### src/rtl/ram_access_master.sv
// Byte-wide CPU load/store initiator for a 16-bit word RAM port.
// Stores are read-modify-write; a one-word buffer short-circuits repeated loads.
module ram_access_master #(
   parameter int TIMEOUT   = 255,
   parameter int WR_SETTLE = 2,
   parameter bit BUF_EN    = 1'b1
) (
   input  logic        clk,
   input  logic        rst,
   input  logic        cpu_req,
   input  logic        cpu_we,
   input  logic [24:0] cpu_addr,
   input  logic [7:0]  cpu_wdata,
   output logic [7:0]  cpu_rdata,
   output logic        cpu_done,
   output logic        cpu_err,
   output logic        cpu_stall,
   output logic [23:0] ram_addr,
   output logic [15:0] ram_wr_data,
   input  logic [15:0] ram_rd_data,
   output logic        ram_wr_en,
   output logic        ram_rd_en,
   input  logic        ram_busy,
   input  logic        ram_rd_ready,
   output logic        ram_rd_ack,
   output logic [2:0]  dbg_state
);

   // Handshakes: cpu_req is taken only in IDLE and answered by exactly one cpu_done
   // pulse; ram_rd_en/ram_wr_en are single-cycle strobes issued only while ram_busy=0;
   // each ram_rd_ready beat is popped by a ram_rd_ack pulse on the following cycle.

   typedef enum logic [2:0] {
      S_IDLE     = 3'd0,
      S_ACCEPT   = 3'd1,
      S_RD_ISSUE = 3'd2,
      S_RD_WAIT  = 3'd3,
      S_MERGE    = 3'd4,
      S_WR_ISSUE = 3'd5,
      S_WR_WAIT  = 3'd6,
      S_DONE     = 3'd7
   } state_t;

   localparam int CLOG = $clog2(TIMEOUT + 1);
   localparam int CW   = (CLOG > 8) ? CLOG : 8;
   localparam logic [CW-1:0] CNT_MAX = '1;
   localparam logic [CW-1:0] TO_LAST = CW'(TIMEOUT - 1);
   localparam logic [CW-1:0] SETTLE  = CW'(WR_SETTLE);

   state_t        state, next_state;
   logic [CW-1:0] cnt;
   logic [24:0]   addr_q;
   logic          we_q;
   logic [7:0]    wdata_q;
   logic [15:0]   word_q;
   logic          err_q;
   logic          ack_q;
   logic          buf_valid;
   logic [23:0]   buf_tag;
   logic [15:0]   buf_word;

   logic          hit, rd_take, issue_rd, issue_wr, to_err;
   logic [15:0]   merged;
   logic [7:0]    lane;

   // A ready beat arriving while its ack is still outstanding is the same beat.
   assign rd_take = ram_rd_ready && !ack_q;
   assign hit     = BUF_EN && buf_valid && (buf_tag == addr_q[24:1]);
   assign merged  = addr_q[0] ? {wdata_q, word_q[7:0]} : {word_q[15:8], wdata_q};
   assign lane    = addr_q[0] ? word_q[15:8] : word_q[7:0];

   always_comb begin
      next_state = state;
      issue_rd   = 1'b0;
      issue_wr   = 1'b0;
      to_err     = 1'b0;
      case (state)
         S_IDLE:     if (cpu_req) next_state = S_ACCEPT;
         // Tag compare runs on the registered address, one cycle after acceptance.
         S_ACCEPT:   next_state = (!we_q && hit) ? S_DONE : S_RD_ISSUE;
         S_RD_ISSUE: if (!ram_busy) begin
            issue_rd   = 1'b1;
            next_state = S_RD_WAIT;
         end
         S_RD_WAIT: begin
            if (rd_take) begin
               next_state = we_q ? S_MERGE : S_DONE;
            end else if (cnt >= TO_LAST) begin
               next_state = S_DONE;
               to_err     = 1'b1;
            end
         end
         S_MERGE:    next_state = S_WR_ISSUE;
         S_WR_ISSUE: if (!ram_busy) begin
            issue_wr   = 1'b1;
            next_state = S_WR_WAIT;
         end
         S_WR_WAIT: begin
            if ((cnt >= SETTLE) && !ram_busy) begin
               next_state = S_DONE;
            end else if (cnt >= TO_LAST) begin
               next_state = S_DONE;
               to_err     = 1'b1;
            end
         end
         S_DONE:     next_state = S_IDLE;
         default:    next_state = S_IDLE;
      endcase
   end

   always_ff @(posedge clk) begin
      if (rst) begin
         state     <= S_IDLE;
         cnt       <= '0;
         addr_q    <= '0;
         we_q      <= 1'b0;
         wdata_q   <= '0;
         word_q    <= '0;
         err_q     <= 1'b0;
         ack_q     <= 1'b0;
         buf_valid <= 1'b0;
         buf_tag   <= '0;
         buf_word  <= '0;
      end else begin
         state <= next_state;
         ack_q <= rd_take;
         if (next_state != state) cnt <= '0;
         else if (cnt != CNT_MAX) cnt <= cnt + CW'(1);

         if (state == S_IDLE && cpu_req) begin
            addr_q  <= cpu_addr;
            we_q    <= cpu_we;
            wdata_q <= cpu_wdata;
            err_q   <= 1'b0;
         end
         if (state == S_ACCEPT && !we_q && hit) word_q <= buf_word;
         if (state == S_RD_WAIT && rd_take) begin
            word_q <= ram_rd_data;
            if (!we_q && BUF_EN) begin
               buf_valid <= 1'b1;
               buf_tag   <= addr_q[24:1];
               buf_word  <= ram_rd_data;
            end
         end
         if (to_err) err_q <= 1'b1;
         if (state == S_MERGE) word_q <= merged;
         // Write-through keeps the buffer coherent with the word just stored.
         if (issue_wr && buf_valid && (buf_tag == addr_q[24:1])) buf_word <= word_q;
      end
   end

   assign ram_rd_en   = issue_rd && !rst;
   assign ram_wr_en   = issue_wr && !rst;
   assign ram_rd_ack  = ack_q && !rst;
   assign ram_addr    = addr_q[24:1];
   assign ram_wr_data = word_q;
   assign cpu_done    = (state == S_DONE) && !rst;
   assign cpu_err     = cpu_done && err_q;
   assign cpu_rdata   = (cpu_done && !we_q && !err_q) ? lane : 8'h00;
   assign cpu_stall   = (state != S_IDLE);
   assign dbg_state   = state;

endmodule
### config.mk
export PLATFORM = sky130hd
export DESIGN_NAME = ram_access_master
export DESIGN_NICKNAME = d
export VERILOG_FILES = /design/src/rtl/ram_access_master.sv
export SDC_FILE = /design/constraint.sdc
export NUM_CORES = 1
export LEC_CHECK = 0
export ABC_CLOCK_PERIOD_IN_PS = 2420
export CAP_MARGIN = 15
export CORE_ASPECT_RATIO = 2
export CORE_UTILIZATION = 40
export DETAILED_ROUTE_END_ITERATION = 10
export GPL_TIMING_DRIVEN = 0
export PLACE_DENSITY = 0.63
export SYNTH_ARGS = -nofsm -noshare
export SYNTH_HDL_FRONTEND = slang
export SYNTH_SLANG_ARGS = --single-unit
### constraint.sdc
create_clock -name clk -period 2.42 [get_ports clk]
set_clock_uncertainty 0.2 [all_clocks]
set_input_delay 0.484 -clock clk [delete_from_list [all_inputs] [get_ports clk]]
set_output_delay 0.484 -clock clk [all_outputs]
set_load 0.02 [all_outputs]
==> results of run 1 <==
state kept, by name, summed over array words and instances, names as in the netlist:
signal	flops
buf_valid	1
ram_wr_data	16
wdata_q	8
buf_word	16
buf_tag	24
dbg_state	3
ack_q	1
addr_q	25
err_q	1
we_q	1
cnt	8
cell type report:
type,instances,area share [%]
sequential,104,29.6
buffer,61,5.81
clock buffer,10,3.37
tap,150,2.65
clock inverter,6,1.04
inverter,15,0.794
timing repair buffer,124,16.5
multi-input combinational,459,40.3
metal layers:
metal  vias to the layer above  global-route usage [%]  routed length, µm
li1                       2432                       -                  -
met1                      2346                    24.1               5750
met2                       153                    46.2               9020
met3                        53                    3.97                621
met4                         0                    14.7                772
met5                         -                       0                  0
cells in the mapped netlist (all sizes together), types with 7 or more instances:
cell type | count | area share (%)
a21oi | 71 | 6.8
a22oi | 10 | 1.4
buf | 34 | 4.6
clkbuf | 27 | 2.0
dfxtp | 104 | 40
inv | 14 | 1.0
mux2 | 18 | 3.9
mux2i | 34 | 6.6
nand2 | 136 | 9.8
nand2b | 12 | 1.4
nand3 | 9 | 0.87
nor2 | 49 | 3.6
nor2b | 12 | 1.4
nor3 | 9 | 1.2
nor4 | 8 | 1.3
o22ai | 7 | 0.84
xnor2 | 17 | 2.9
how the worst max path moves through the flow:
| stage | depth (start not counted) | end | from |
|---|---|---|---|
| 5_1_grt | 7 | ram_wr_data[1] | buf_tag[15] |
| 3_5_place_dp | 6 | ram_rd_ack | rst |
| 4_1_cts | 6 | cnt[0] | addr_q[8] |
| 3_3_place_gp | 6 | ram_rd_ack | rst |
| 2_1_floorplan | 7 | buf_word[10] | dbg_state[1] |
| 6_report | 3 | ram_rd_en | ram_busy |
cell families (layout without fill, tap and decap cells):
group / Yosys count / count (layout) / share of synthesized area, %
and+or+nand+nor: 258 / 259 / 22.9
AOI/OAI and AO/OA: 125 / 125 / 15.0
DFF: 104 / 104 / 40.1
buffers and inverters: 76 / 216 / 7.59
muxes: 52 / 52 / 10.5
xor gates and xnor gates: 21 / 21 / 3.54
adders and majority gates: 2 / 2 / 0.482
cell usage in the layout, fill, tap and decap left out, types with 6 or more instances in the layout:
master | synthesis | layout
nand2_1 | 136 | 134
dfxtp_1 | 104 | 98
clkdlybuf4s50_1 | 0 | 96
a21oi_1 | 71 | 71
nor2_1 | 48 | 48
buf_4 | 25 | 37
mux2i_1 | 34 | 33
clkbuf_1 | 27 | 17
xnor2_1 | 17 | 17
buf_2 | 6 | 15
inv_1 | 13 | 13
mux2_2 | 12 | 12
nand2b_1 | 12 | 11
nor2b_1 | 12 | 11
a22oi_1 | 10 | 10
clkbuf_16 | 0 | 10
nand3_1 | 9 | 9
o22ai_1 | 7 | 7
mux2_1 | 6 | 6
through the flow:
step                      hold WS [ns]  total power, mW  util [%]  area [µm²]
after floorplan                  0.236             2.33         -        5200
after global placement           0.245             2.65      51.4        6500
after detailed placement         0.251             2.67      51.5        6500
final                            0.258             4.23      56.1        7090
after global routing             0.287             4.39      56.1        7090
after CTS                        0.260             4.21      55.1        6960
power by group through the flow:
stage / Clock (mW) / Combinational (mW) / Sequential [mW]
2_1_floorplan: 0 / 0.435 / 1.89
3_3_place_gp: 0 / 0.748 / 1.91
3_5_place_dp: 0 / 0.758 / 1.91
4_1_cts: 1.56 / 0.776 / 1.87
5_1_grt: 1.63 / 0.878 / 1.89
6_report: 1.54 / 0.809 / 1.87
repair_timing:
item,in CTS,in global routing
gates resized for setup,78,36
pin swaps,2,6
cloned,0,2
setup buffers,4,8
endpoints found under the setup margin,77,62
critical path, stage by stage:
cell and delay (ns):
clkdlybuf4s50_1 0.58, nor4_2 0.39, buf_2 0.22
==> results.json, run 1 <==
{
  "timing_worst_setup_path_type": "in2out",
  "grt_usage_pct": 24.7,
  "netSwitchingPower_mw": 1.22,
  "nFillCells": 1217,
  "r2r_cells": 7,
  "setup_ws_ns": 0.0521,
  "num_rows": 58,
  "p_int_mw": 3.00,
  "rrSetupSlack_ns": 0.11,
  "hold_violations": 0,
  "drc": 0,
  "layout.nets": 831,
  "seqPwrFrac_pct": 44.4,
  "power.share.clock_pct": 36.5,
  "dpl.cell_count": 899,
  "r2r_end": "ram_wr_data[6]",
  "worstSetupStartpointType": "input port",
  "grt-ovfl-total": 0,
  "power.leakage_nw": 2.64,
  "root_buffer": "clkbuf_16",
  "drt_pass1_iterations": 4,
  "diodes": 0,
  "avgSynthCellArea_um2": 8.14,
  "cts_buffer_depth": 2,
  "syn_area_um2": 5190,
  "relSlewSlack_pct": 37.5,
  "worstHoldStart": "buf_tag[3]",
  "setup.worst_path.end_class": "primary output",
  "finalSetupTns_ns": 0,
  "synth_ff_type": "dfxtp_1",
  "power.density_nw_per_um2": 596,
  "yosysWarnings": 0,
  "grt_pass1_vias": 5027,
  "crit_required_ns": 1.74,
  "clock_latency_ns": 0.35,
  "antenna_found_initial": 0,
  "synth-edff-count": 0,
  "synthDistinctLibCells": 58,
  "final_antenna_net_count": 0,
  "port_buffers": 111,
  "r2r_start": "addr_q[18]",
  "setup_violations": 0,
  "die_y_um": 163,
  "instances_no_fill": 929,
  "p_sw_share_pct": 28.9,
  "outcome": "finished clean",
  "arrival_ns": 1.68,
  "dp_slack_ns": -1.42,
  "path_max_fanout": 7,
  "gp_congestion": 0.882,
  "fin_crit_sh_pct": 97.8,
  "grt_max_degree": 19,
  "vdd_drop_max_mv": 0.366,
  "coreArea_um2": 12600,
  "die-area_um2": 13500,
  "ys_seq_area_share_pct": 40.1,
  "drv_slew": 0,
  "pin_count": 112,
  "dr_total_vias": 4984,
  "postSynthCellCount": 638,
  "drtIter0Drc": 266,
  "synth_seq_cells": 104,
  "tightestPinTransition_ns": 0.930,
  "cts_buffers": 9,
  "wl_per_cell_um": 17.4,
  "synth_nets": 695,
  "holdBufCountCts": 0,
  "finalWirelength_um": 16200,
  "combPwrFrac_pct": 19.2,
  "final_layout_size_suffix_gt1_share_pct": 16.4,
  "grt_first_pass_wirelength_um": 24700,
  "die_w_um": 82.6,
  "cts_tree": "done",
  "min_path_type": "reg2reg",
  "avgViaCountPerCell": 5.36,
  "whs_path_depth": 2,
  "async_flop_share_pct": 0,
  "min_period_ns": 2.37,
  "clk_pin_slew_ns": 0.07,
  "hpwlAfterDp_um": 12200,
  "fmax_ghz": 0.422,
  "htreeDepth": 3,
  "cts.sinks": 104,
  "multiInputGateArea_um2": 2850,
  "hold_path_end": "buf_tag[3]",
  "register_area_um2": 2100,
  "area_growth_pct": 36.5,
  "drv_cap": 0,
  "start_util_pct": 41.1
}
Power figures use the tool's default switching activity.
==> inputs of run 2 (changes only) <==
- CAP_MARGIN: 15 -> 20
==> results of run 2 <==
No change in the layout: final DEF, timing and power equal those of run 1.
